===== config.mk =====
export PLATFORM = sky130hd
export DESIGN_NAME = mem_port_arbiter
export DESIGN_NICKNAME = d
export VERILOG_FILES = /design/src/rtl/mem_port_arbiter_pkg.sv /design/src/rtl/mem_port_arbiter_arb_pick2.sv /design/src/rtl/mem_port_arbiter.sv
export SDC_FILE = /design/constraint.sdc
export NUM_CORES = 1
export LEC_CHECK = 0
export CORE_MARGIN = 8
export CORE_UTILIZATION = 38
export CTS_CLUSTER_SIZE = 40
export DETAILED_ROUTE_END_ITERATION = 16
export PLACE_DENSITY = 0.73
export SLEW_MARGIN = 5
export SYNTH_ARGS = -nofsm -noshare
export SYNTH_HDL_FRONTEND = slang
export SYNTH_SLANG_ARGS = --single-unit

===== constraint.sdc =====
create_clock -name clk -period 1.7 [get_ports clk]
set_input_delay 0.425 -clock clk [delete_from_list [all_inputs] [get_ports clk]]
set_output_delay 0.425 -clock clk [all_outputs]
set_load 0.01 [all_outputs]

===== src/rtl/mem_port_arbiter_pkg.sv =====
// Shared definitions for the two-port memory arbiter: state encoding, port ids,
// default widths and the access-counter width.
package mem_port_arbiter_pkg;

    localparam int ADDR_W_DEF = 16;
    localparam int DATA_W_DEF = 16;
    localparam int CNT_W      = 4;

    localparam logic PORT_FETCH = 1'b0;
    localparam logic PORT_DATA  = 1'b1;

    localparam logic [CNT_W-1:0] CNT_ZERO = 4'd0;
    localparam logic [CNT_W-1:0] CNT_ONE  = 4'd1;

    typedef enum logic [1:0] {
        IDLE   = 2'd0,
        ACCESS = 2'd1,
        DONE   = 2'd2
    } state_t;

    // Counter preload so that the enable stays high for exactly lat cycles.
    function automatic logic [CNT_W-1:0] lat_load(input int lat);
        return CNT_W'(lat - 1);
    endfunction

endpackage


===== src/rtl/mem_port_arbiter_arb_pick2.sv =====
// Two-request selector: a tie goes to the port that was not granted last;
// a single request always wins.
module arb_pick2
    import mem_port_arbiter_pkg::*;
(
    input  logic req0,
    input  logic req1,
    input  logic last_grant,
    output logic grant_valid,
    output logic grant_id
);

    // Grant selection; a fixed-priority caller ties last_grant to PORT_FETCH.
    always_comb begin
        grant_valid = req0 | req1;
        if (req0 && req1) begin
            grant_id = ~last_grant;
        end else if (req1) begin
            grant_id = PORT_DATA;
        end else begin
            grant_id = PORT_FETCH;
        end
    end

endmodule


===== src/rtl/mem_port_arbiter.sv =====
// Shares one single-port memory between instruction fetch (port 0) and the
// load/store datapath (port 1). Define ARB_ROUND_ROBIN_EN for round-robin ties.
module mem_port_arbiter
    import mem_port_arbiter_pkg::*;
#(
    parameter int ADDR_W  = ADDR_W_DEF,
    parameter int DATA_W  = DATA_W_DEF,
    parameter int MEM_LAT = 1
) (
    input  logic              clk,
    input  logic              In_reset,
    input  logic              In_req0,
    input  logic              In_rwbar0,
    input  logic [ADDR_W-1:0] In_addr0,
    input  logic [DATA_W-1:0] In_wdata0,
    output logic              Out_ack0,
    output logic [DATA_W-1:0] Out_rdata0,
    input  logic              In_req1,
    input  logic              In_rwbar1,
    input  logic [ADDR_W-1:0] In_addr1,
    input  logic [DATA_W-1:0] In_wdata1,
    output logic              Out_ack1,
    output logic [DATA_W-1:0] Out_rdata1,
    output logic              Out_Mem_Access_en,
    output logic              Out_Mem_Access_R_Wbar,
    output logic [ADDR_W-1:0] Out_Mem_Access_addr,
    output logic [DATA_W-1:0] Out_Mem_Write_data,
    input  logic [DATA_W-1:0] In_Mem_Read_data,
    output logic              Out_busy
);

    localparam logic [CNT_W-1:0] CNT_LOAD = lat_load(MEM_LAT);

    state_t            state_q, state_d;
    logic [CNT_W-1:0]  cnt_q, cnt_d;
    logic              win_id_q, win_id_d;
    logic              en_q, en_d;
    logic              rwbar_q, rwbar_d;
    logic [ADDR_W-1:0] addr_q, addr_d;
    logic [DATA_W-1:0] wdata_q, wdata_d;
    logic              ack0_q, ack0_d;
    logic              ack1_q, ack1_d;
    logic [DATA_W-1:0] rdata0_q, rdata0_d;
    logic [DATA_W-1:0] rdata1_q, rdata1_d;
    logic              busy_q, busy_d;

    logic              grant_valid_s;
    logic              grant_id_s;
    logic              last_grant_s;

`ifdef ARB_ROUND_ROBIN_EN
    logic              last_grant_q, last_grant_d;

    // Last-grant pointer; resets to the data port so fetch wins the first tie.
    always_ff @(posedge clk or negedge In_reset) begin
        if (!In_reset) begin
            last_grant_q <= PORT_DATA;
        end else begin
            last_grant_q <= last_grant_d;
        end
    end

    // Pointer follows every grant taken in IDLE.
    always_comb begin
        last_grant_d = last_grant_q;
        if (state_q == IDLE && grant_valid_s) begin
            last_grant_d = grant_id_s;
        end else begin
            last_grant_d = last_grant_q;
        end
    end

    assign last_grant_s = last_grant_q;
`else
    assign last_grant_s = PORT_FETCH;
`endif

    arb_pick2 u_pick (
        .req0        (In_req0),
        .req1        (In_req1),
        .last_grant  (last_grant_s),
        .grant_valid (grant_valid_s),
        .grant_id    (grant_id_s)
    );

    // Next-state and next-output computation for the IDLE/ACCESS/DONE sequence.
    always_comb begin
        state_d  = state_q;
        cnt_d    = cnt_q;
        win_id_d = win_id_q;
        en_d     = en_q;
        rwbar_d  = rwbar_q;
        addr_d   = addr_q;
        wdata_d  = wdata_q;
        ack0_d   = 1'b0;
        ack1_d   = 1'b0;
        rdata0_d = rdata0_q;
        rdata1_d = rdata1_q;
        busy_d   = busy_q;

        case (state_q)
            IDLE: begin
                if (grant_valid_s) begin
                    state_d  = ACCESS;
                    cnt_d    = CNT_LOAD;
                    win_id_d = grant_id_s;
                    en_d     = 1'b1;
                    busy_d   = 1'b1;
                    rwbar_d  = (grant_id_s == PORT_DATA) ? In_rwbar1 : In_rwbar0;
                    addr_d   = (grant_id_s == PORT_DATA) ? In_addr1  : In_addr0;
                    wdata_d  = (grant_id_s == PORT_DATA) ? In_wdata1 : In_wdata0;
                end else begin
                    en_d     = 1'b0;
                    busy_d   = 1'b0;
                end
            end
            ACCESS: begin
                if (cnt_q == CNT_ZERO) begin
                    state_d = DONE;
                    en_d    = 1'b0;
                    rwbar_d = 1'b1;
                    ack0_d  = (win_id_q == PORT_FETCH);
                    ack1_d  = (win_id_q == PORT_DATA);
                    // Read data is taken on the edge that closes the access window.
                    if (rwbar_q && win_id_q == PORT_DATA) begin
                        rdata1_d = In_Mem_Read_data;
                    end else if (rwbar_q) begin
                        rdata0_d = In_Mem_Read_data;
                    end else begin
                        rdata0_d = rdata0_q;
                    end
                end else begin
                    cnt_d = cnt_q - CNT_ONE;
                end
            end
            DONE: begin
                state_d = IDLE;
                en_d    = 1'b0;
                busy_d  = 1'b0;
            end
            default: begin
                state_d = IDLE;
                en_d    = 1'b0;
                rwbar_d = 1'b1;
                busy_d  = 1'b0;
            end
        endcase
    end

    // State and registered outputs; async reset abandons any access in flight.
    always_ff @(posedge clk or negedge In_reset) begin
        if (!In_reset) begin
            state_q  <= IDLE;
            cnt_q    <= CNT_ZERO;
            win_id_q <= PORT_FETCH;
            en_q     <= 1'b0;
            rwbar_q  <= 1'b1;
            addr_q   <= {ADDR_W{1'b0}};
            wdata_q  <= {DATA_W{1'b0}};
            ack0_q   <= 1'b0;
            ack1_q   <= 1'b0;
            rdata0_q <= {DATA_W{1'b0}};
            rdata1_q <= {DATA_W{1'b0}};
            busy_q   <= 1'b0;
        end else begin
            state_q  <= state_d;
            cnt_q    <= cnt_d;
            win_id_q <= win_id_d;
            en_q     <= en_d;
            rwbar_q  <= rwbar_d;
            addr_q   <= addr_d;
            wdata_q  <= wdata_d;
            ack0_q   <= ack0_d;
            ack1_q   <= ack1_d;
            rdata0_q <= rdata0_d;
            rdata1_q <= rdata1_d;
            busy_q   <= busy_d;
        end
    end

    assign Out_ack0              = ack0_q;
    assign Out_ack1              = ack1_q;
    assign Out_rdata0            = rdata0_q;
    assign Out_rdata1            = rdata1_q;
    assign Out_Mem_Access_en     = en_q;
    assign Out_Mem_Access_R_Wbar = rwbar_q;
    assign Out_Mem_Access_addr   = addr_q;
    assign Out_Mem_Write_data    = wdata_q;
    assign Out_busy              = busy_q;

endmodule


==> results_dict.tcl <==
set metrics [dict create \
    status "complete, no violations" \
    r2r_end "Out_rdata1[14]" \
    end_kind "flip-flop" \
    overflow 0 \
    cts_tree "built" \
    drv_cap 0 \
    grt_max_degree 36 \
    power.density_mw_per_mm2 1570 \
    yosysTopAreaCell "dfrtp_1" \
    viasPerCell 5.009 \
    wirelength_um 9626 \
    wl_met2_um 4524 \
    core_area_sq_mm 0.008678 \
    drive_above_1_share_pct 18.16 \
    diodes 0 \
    fmax_mhz 588.7 \
    setup-tns-final_ps 0 \
    yosys.area.top_type_share_pct 55.27 \
    grt_pass1_wl_um 15260 \
    top_layer "met4" \
    worstHoldPathCells 1 \
    initial_utilization_pct 39.13 \
    start_kind "flip-flop" \
    required_ps 1920 \
    fin_skew_ps 9.967 \
    worstMarginPinSlew_ps 557.8 \
    met1_length_um 4332 \
    htreeDepth 3 \
    syn2layout_area_growth_pct 62.09 \
    ant_nets 0 \
    dr.first_iter.drc_count 88 \
    synth.most_common_cell "dfrtp_1" \
    synthTopCellsByArea "dfrtp_1 (55%), mux2i_1 (10%), o21ai_0 (9.7%)" \
    min_path_type "flip-flop to flip-flop" \
    nets 518 \
    synthFlopType "dfrtp_1" \
    die-area_sq_mm 0.01222 \
    relSlewSlack_pct 62.81 \
    netlist_area_sq_mm 0.003396 \
    hpwl_um 7248 \
    netlist_instances 264 \
    hp-start "Out_rdata0[7]" \
    drt-pass1-iter-count 4 \
    antenna_found_initial 0 \
    die_h_um 110.5 \
    timing.final.crit_share_pct 99.93 \
    synth.yosys.seq_area_share_pct 56.04 \
    power_mw 8.639 \
    grtUsageTotal_pct 15.02 \
    num-fill-cells 698 \
    clkTransAtPathRegs_ps 80 \
    wl_per_cell_um 17.73 \
    setup_viol 0 \
    cts_sinks 76 \
    via_count 2720 \
    drc 0 \
    routed-wl-met3_um 738 \
    reg2reg_depth 6 \
    synth_edf_count 0 \
    worst_skew_pair.late_latency_ps 330 \
    clockRootBuffer "clkbuf_8" \
    io_buffer_count 154 \
    yosys_warnings 0 \
    rsz0062_at_grt "true" \
    synth_seq_cells 76 \
    cp_max_fo 8 \
    synth_common_cells "dfrtp_1 (75), o21ai_0 (66), mux2i_1 (34), mux2_4 (20), mux2_2 (12)" \
    reg2reg_from "cnt_q[1]" \
    dp.cells 523 \
    min_period_ps 1699 \
    layoutNonFillerInstCount 543 \
    synthesis.nets 352 \
    critical_path_class "flip-flop to flip-flop" \
    leakagePower_nw 2.822 \
    rows 34 \
    synth-async-reset-ratio_pct 100.0 \
    grt_pass1_vias 2880 \
    worstPathArrival_ps 1920 \
    clockBufferDepth 2 \
    slew_violations 0 \
    pin_count 155 \
    fin_util_pct 63.42 \
    hold_viol 0 \
    critPathLaunch "cnt_q[1]" \
    numCtsBuffers 9 \
    ir_drop_mv 0.5499 \
    reg2reg_slack_ps 1 \
    dieWidth_um 110.5 \
    synthDistinctLibCells 37 \
    holdPathEnd "Out_rdata0[7]" \
    globalplace.congestion 0.7557 \
    syn_area_per_cell_sq_um 12.86 \
]
## power breakdown
| group | switching, mW | internal [mW] | total [mW] |
|---|---|---|---|
| registers | 0.481 | 2.68 | 3.16 |
| clock network | 0.650 | 0.685 | 1.34 |
| logic | 1.75 | 2.39 | 4.15 |
| total | 2.88 | 5.75 | 8.64 |
## cell type report
class	instances	area (sq um)	area share [%]
clock buffers	11	131.4	2.387
flip-flops and latches	76	1903	34.58
inverters	3	11.26	0.2046
repair buffers	173	1862	33.83
multi-input cells	167	1401	25.46
clock inverters	5	60.06	1.091
well taps	108	135.1	2.455
## through the flow
stage          area [sq um]  hold WS, ps  setup slack, ps
5_1_grt                5504        521.0           -77.01
6_report               5504        506.7            1.259
3_5_place_dp           5141        348.8           -20.80
3_3_place_gp           5141        346.6            30.24
4_1_cts                5331        511.5           -10.91
2_1_floorplan          3396        129.4           -125.7
## flip-flops by register name, indices dropped and copies added, names as in the netlist, 2 cells and up
register	count
Out_Mem_Access_addr	16
Out_Mem_Write_data	16
Out_rdata0	16
Out_rdata1	16
cnt_q	4
state_q	2
## worst max-delay path, cell delays in order (launching register included)
cell and delay, ps:
dfrtp_1 390, inv_2 90, ha_4 140, nor3b_4 200, and4_4 290, clkbuf_16 170, mux2_4 310
## worst max path at each step
stage | endpoint | slack, ps | depth (start not counted)
after detailed placement | Out_rdata1[3] | -20 | 6
after floorplan | Out_rdata1[10] | -130 | 7
after global placement | Out_rdata1[0] | 30 | 6
after CTS | Out_rdata1[3] | -10 | 6
final | Out_rdata1[14] | 1 | 6
after global routing | Out_rdata1[14] | -80 | 6
## layer usage
metal	global-route usage, %	up-vias
met2	23.81	115
met3	6.439	2
met5	0	-
met4	3.514	0
li1	-	1280
met1	18.38	1323
## cell usage in the layout, fill, tap and decap left out, drive strengths merged, types with 3 or more instances in the layout
| master | instances |
|---|---|
| nor2 | 4 |
| dfrtp | 75 |
| inv | 4 |
| mux2i | 34 |
| buf | 19 |
| nor2b | 3 |
| dlymetal6s2s | 45 |
| clkbuf | 12 |
| clkdlybuf4s50 | 96 |
| dlygate4sd2 | 11 |
| mux2 | 32 |
| o21ai | 69 |
## cells by family (layout without fill, tap and decap cells)
kind of cell | count (synthesis) | after routing | share of synthesized area, %
fa+ha+maj | 2 | 2 | 0.7368
mux | 66 | 66 | 22.84
flops | 76 | 76 | 56.04
simple gates | 23 | 23 | 5.085
compound gates | 76 | 76 | 11.86
buf+inv | 21 | 192 | 3.427
## what timing repair did
action	4_1_cts	5_1_grt
resized for setup	12	51
setup buffers	0	2
hold endpoints to repair	21	0
pin swaps	0	2
hold buffers	1	0
endpoints found under the setup margin	19	77
gates cloned	0	1
No activity file was read; power rests on OpenSTA's default activity.
